--- src/rtl/mem_load_ctrl.sv ---
// Load unit between the EXE/MEM stage and the data memory. It issues one word read per load,
// extracts the byte/half/word lane, and reports misalignment, timeouts and flushed loads.
module mem_load_ctrl #(
  parameter int unsigned TIMEOUT_CYCLES = 64
) (
  input  logic        clk,
  input  logic        rst,
  input  logic        EXE_MEM_load_req,
  input  logic [31:0] EXE_MEM_addr,
  input  logic [2:0]  EXE_MEM_LOAD_type,
  input  logic [4:0]  EXE_MEM_rd,
  input  logic        flush,
  output logic        dmem_req,
  output logic [31:0] dmem_addr,
  input  logic [31:0] dmem_rdata,
  input  logic        dmem_ack,
  output logic        MEM_stall,
  output logic        MEM_load_valid,
  output logic [31:0] MEM_load_data,
  output logic [4:0]  MEM_load_rd,
  output logic        MEM_misaligned,
  output logic        MEM_bus_err
);

  typedef enum logic [1:0] {IDLE, WAIT, RESP} state_e;

  localparam logic [7:0] CNT_LAST = 8'(TIMEOUT_CYCLES - 1);

  state_e      state_q, state_d;
  logic [7:0]  cnt_q, cnt_d;
  logic        killed_q, killed_d;
  logic [31:0] addr_q, addr_d;
  logic [2:0]  type_q, type_d;
  logic [4:0]  rd_q, rd_d;
  logic [31:0] buf_q, buf_d;
  logic [31:0] out_data_q, out_data_d;
  logic [4:0]  out_rd_q, out_rd_d;
  logic        misal_q, misal_d;
  logic        berr_q, berr_d;

  logic accept, misal_in, valid;

  function automatic logic [31:0] extract(logic [31:0] w, logic [1:0] off, logic [2:0] ty);
    logic [7:0]  b;
    logic [15:0] h;
    logic [31:0] r;
    case (off)
      2'd0:    b = w[7:0];
      2'd1:    b = w[15:8];
      2'd2:    b = w[23:16];
      default: b = w[31:24];
    endcase
    h = off[1] ? w[31:16] : w[15:0];
    case (ty[1:0])
      2'b01:   r = {{24{b[7] & ~ty[2]}}, b};
      2'b10:   r = {{16{h[15] & ~ty[2]}}, h};
      default: r = w;
    endcase
    return r;
  endfunction

  assign accept = (state_q == IDLE) && EXE_MEM_load_req && !flush;

  always_comb begin
    case (EXE_MEM_LOAD_type[1:0])
      2'b01:   misal_in = 1'b0;
      2'b10:   misal_in = EXE_MEM_addr[0];
      default: misal_in = (EXE_MEM_addr[1:0] != 2'b00);
    endcase
  end

  // Comb outputs are gated by rst so nothing leaks while the FSM is being reset.
  assign valid          = !rst && (state_q == RESP) && !flush;
  assign MEM_load_valid = valid;
  assign dmem_req       = !rst && (state_q == WAIT);
  assign MEM_stall      = !rst && ((state_q == WAIT) || (accept && !misal_in));
  assign dmem_addr      = {addr_q[31:2], 2'b00};
  assign MEM_load_data  = valid ? buf_q : out_data_q;
  assign MEM_load_rd    = valid ? rd_q  : out_rd_q;
  assign MEM_misaligned = misal_q;
  assign MEM_bus_err    = berr_q;

  always_comb begin
    state_d    = state_q;
    cnt_d      = 8'd0;
    killed_d   = 1'b0;
    addr_d     = addr_q;
    type_d     = type_q;
    rd_d       = rd_q;
    buf_d      = buf_q;
    out_data_d = out_data_q;
    out_rd_d   = out_rd_q;
    misal_d    = 1'b0;
    berr_d     = 1'b0;
    case (state_q)
      IDLE: begin
        if (accept) begin
          addr_d = EXE_MEM_addr;
          type_d = EXE_MEM_LOAD_type;
          rd_d   = EXE_MEM_rd;
          if (misal_in) misal_d = 1'b1;
          else          state_d = WAIT;
        end
      end
      WAIT: begin
        killed_d = killed_q || flush;
        cnt_d    = cnt_q + 8'd1;
        if (dmem_ack) begin
          buf_d   = extract(dmem_rdata, addr_q[1:0], type_q);
          state_d = killed_d ? IDLE : RESP;
        end else if (cnt_q == CNT_LAST) begin
          // A killed load times out silently.
          berr_d  = !killed_d;
          state_d = IDLE;
        end
        if (state_d != WAIT) begin
          cnt_d    = 8'd0;
          killed_d = 1'b0;
        end
      end
      RESP: begin
        if (valid) begin
          out_data_d = buf_q;
          out_rd_d   = rd_q;
        end
        state_d = IDLE;
      end
      default: state_d = IDLE;
    endcase
  end

  always_ff @(posedge clk) begin
    if (rst) begin
      state_q    <= IDLE;
      cnt_q      <= 8'd0;
      killed_q   <= 1'b0;
      addr_q     <= 32'd0;
      type_q     <= 3'd0;
      rd_q       <= 5'd0;
      buf_q      <= 32'd0;
      out_data_q <= 32'd0;
      out_rd_q   <= 5'd0;
      misal_q    <= 1'b0;
      berr_q     <= 1'b0;
    end else begin
      state_q    <= state_d;
      cnt_q      <= cnt_d;
      killed_q   <= killed_d;
      addr_q     <= addr_d;
      type_q     <= type_d;
      rd_q       <= rd_d;
      buf_q      <= buf_d;
      out_data_q <= out_data_d;
      out_rd_q   <= out_rd_d;
      misal_q    <= misal_d;
      berr_q     <= berr_d;
    end
  end

endmodule

--- config.mk ---
export PLATFORM = sky130hd
export DESIGN_NAME = mem_load_ctrl
export DESIGN_NICKNAME = d
export VERILOG_FILES = /design/src/rtl/mem_load_ctrl.sv
export SDC_FILE = /design/constraint.sdc
export NUM_CORES = 1
export LEC_CHECK = 0
export BUFFER_PORTS_ARGS = -buffer_cell sky130_fd_sc_hd__buf_4
export CORE_MARGIN = 2
export CORE_UTILIZATION = 35
export CTS_BUF_LIST = sky130_fd_sc_hd__clkbuf_8 sky130_fd_sc_hd__clkbuf_16
export DETAILED_ROUTE_END_ITERATION = 12
export PLACE_DENSITY = 0.7
export SLEW_MARGIN = 20
export SYNTH_ARGS = -nofsm -noshare
export SYNTH_HDL_FRONTEND = slang
export SYNTH_SLANG_ARGS = --single-unit
--- constraint.sdc ---
create_clock -name clk -period 2.2 [get_ports clk]
set_input_delay 0.22 -clock clk [delete_from_list [all_inputs] [get_ports clk]]
set_output_delay 0.22 -clock clk [all_outputs]
set_load 0.1 [all_outputs]
==> metrics.txt <==
outcome=complete, no violations; Max Cap Viol=0; Final min period=between 2000 and 2500 ps; Post-synth EDFFs=0; YS warnings=0; PortBufs=~150; PD cells=between 700 and 800 nW/um^2; die height=126 um; Hold WC Path Type=input port to flip-flop; sequential area share after synthesis=roughly 47%; RePlAce Congestion=0.801; Worst Setup Slack, final=42.3 ps; largest net degree at the start of global routing=68; vias per cell=4.85; CP max FO=11; final worst clock skew=8.43 ps; DRC=0; CTS Root Cell=clkbuf_16; starting density of the core=between 30% and 40%; VDD IR max=0.000555 V; worst-skew pair later-pin latency=410 ps; met2 wire len=6510 um; initial antenna violation count=0; synth unique cells=43; WL/cell=~15 um; Peak Freq=0.463 GHz; top cells by area, synth=dfxtp_1, nand2_1, mux2_2; RSZ-0062 raised after global routing=yes; Avg Cell Area, Syn=9.00 um^2; diodes inserted=0; Synth Instances=581; endpoints failing hold=0; CORE AREA=14600 um^2; Final Max Slew Viols=0; vias in the first global route=4192; Final period util=98.1%; uppermost layer routed=met4; CP Capture Type=output pin; routed vias=4309; setup violators final=0; CTS tree=done; Leakage=just under 3 nW; biggest area consumer among synthesized cells=dfxtp_1; Worst-path clk slew=60 ps; layout filler cell count=1363; Die W=approximately 130 um; WL met1=approximately 6100 um; Area growth, synth to finish=40.1%; synthesized cell area=5230 um^2; Worst slew margin=52.8%; WS Path Type=flip-flop to output pin; clock sink count=122; multi-input logic area=~2400 um^2; final WL=13600 um; final instance area=roughly 7300 um^2; Synth Register Bits=122; clk buf depth=2; 1st-pass router iterations=5; IO Count=151; FP Rows=44; first-pass GRT wire length=21500 um; Final Net Count=774; post-place setup slack=253 ps; DRT iter0 DRCs=between 200 and 300; Die ar.=15900 um^2; antenna-violating nets left=0; WP data arrival=1940 ps; DR WL met3=710 um; Tot GR Track Use=17.2%; placement-stage cell area=6280 um^2; async set or reset register ratio after synthesis=0%; share of layout cells above drive strength 1=35.5%; post-synth top area share=46.7%; Synth Flop Type=dfxtp_1; total CTS buffers=17; grt total ovfl=0; startpoint types=flip-flop; Reg area=2450 um^2; worst path required time=1980 ps; post-DP HPWL=8990 um; worst slew pin tran=708 ps; H-tree depth=4
## layout by cell type, fill, tap and decap left out, types with 2 or more instances in the layout
master     netlist  final
buf_6            2     15
buf_4           35    122
clkbuf_16        0     17
dfxtp_1        122    120
a221oi_1         7      7
xnor2_1          3      3
bufinv_16        0      2
or2_2            2      2
nand2_1        111    111
nand3_1          5      5
clkbuf_8         0      4
ha_1             4      4
nor4_1           2      2
conb_1           1      2
mux2_4           0     14
nand3b_1         9      9
nor3_1           3      3
clkinv_2         0      5
inv_1            6      8
o21ai_0          9      9
nand2b_1         4      3
nor2_1          40     40
a211oi_1        30     30
xor2_1           2      2
buf_12           0     25
nor2b_1         38     38
mux2i_1          2      2
a21oi_2          2      2
mux2_2          25     29
a21oi_1         42     42
o211ai_1         7      7
## worst paths after layout
kind                   start             end  slack, ps  cells after the start
max reg2reg        type_q[0]        buf_q[3]        330                      6
min reg2reg        addr_q[8]       addr_q[8]        450                      2
max               state_q[1]  MEM_load_rd[4]         40                      5
min          EXE_MEM_addr[3]       addr_q[3]         60                      3
## layout make-up
class,count,area share [%]
Timing Repair Buffer,164,22.2
Clock inverter,10,1.37
Multi-Input combinational cell,382,33.0
Sequential cell,122,33.4
Clock buffer,21,6.56
Inverter,6,0.307
Tap cell,184,3.14
## worst max-delay path, cell delays in order, from the launching register on
cell	delay, ps
dfxtp_4	380
nor4b_4	250
buf_6	200
buf_12	150
mux2_2	380
buf_12	170
## flip-flops by register name (all words and copies together), names as in the netlist
signal	count
addr_q	32
buf_q	32
out_data_q	32
cnt_q	8
out_rd_q	5
rd_q	5
type_q	3
state_q	2
MEM_bus_err	1
MEM_misaligned	1
killed_q	1
## stage by stage
step / cells / hold WS (ps) / TNS (ps) / utilization, % / total power [W]
finish: 889 / 58.7 / 0 / 50.2 / 0.00570
global route: 889 / 48.5 / -358 / 50.2 / 0.00592
CTS: 890 / 39.5 / 0 / 48.9 / 0.00576
detailed placement: 855 / 447 / 0 / 43.1 / 0.00301
global placement: 855 / 442 / 0 / 43.1 / 0.00301
floorplan: 582 / 356 / 0 / - / 0.00283
## what timing repair did
item	in CTS	in global routing
resized for setup	66	51
hold buffers	0	0
pin swaps	1	0
endpoints found under the setup margin	38	34
setup buffers	2	0
cloned	2	0
## synthesized netlist by cell type, drive strengths merged, types with 3 or more instances
cell,number
nor2b,38
nand2,111
nand2b,4
dfxtp,122
nand3b,9
mux2,44
nand3,5
nor4,3
clkbuf,26
ha,4
nor3,3
a21oi,44
o21ai,9
inv,6
buf,46
o211ai,7
a211oi,31
nor2,40
a221oi,7
xnor2,3
## cell families (layout without fill, tap and decap cells)
group | after synthesis | in the layout | share of synthesized area (%)
and+or+nand+nor | 223 | 223 | 20.3
DFF | 122 | 122 | 46.7
AOI/OAI and AO/OA | 102 | 102 | 12.7
buffers and inverters | 78 | 201 | 8.56
muxes | 46 | 46 | 9.85
xor gates and xnor gates | 5 | 5 | 0.837
adders and majority gates | 4 | 4 | 0.957
other | 1 | 2 | 0.0717
## routing by layer
layer  track usage, %  up-vias
met5                0        -
met4             6.53        0
met3             4.97       18
met2             27.6      126
met1             21.9     2005
li1                 -     2160
## power by group
part / internal [W] / switching [W] / total [W]
registers: 0.00227 / 0.0000351 / 0.00230
clock network: 0.00176 / 0.000965 / 0.00273
logic: 0.000220 / 0.000445 / 0.000665
Note: power is estimated with default switching activity, not from simulation.
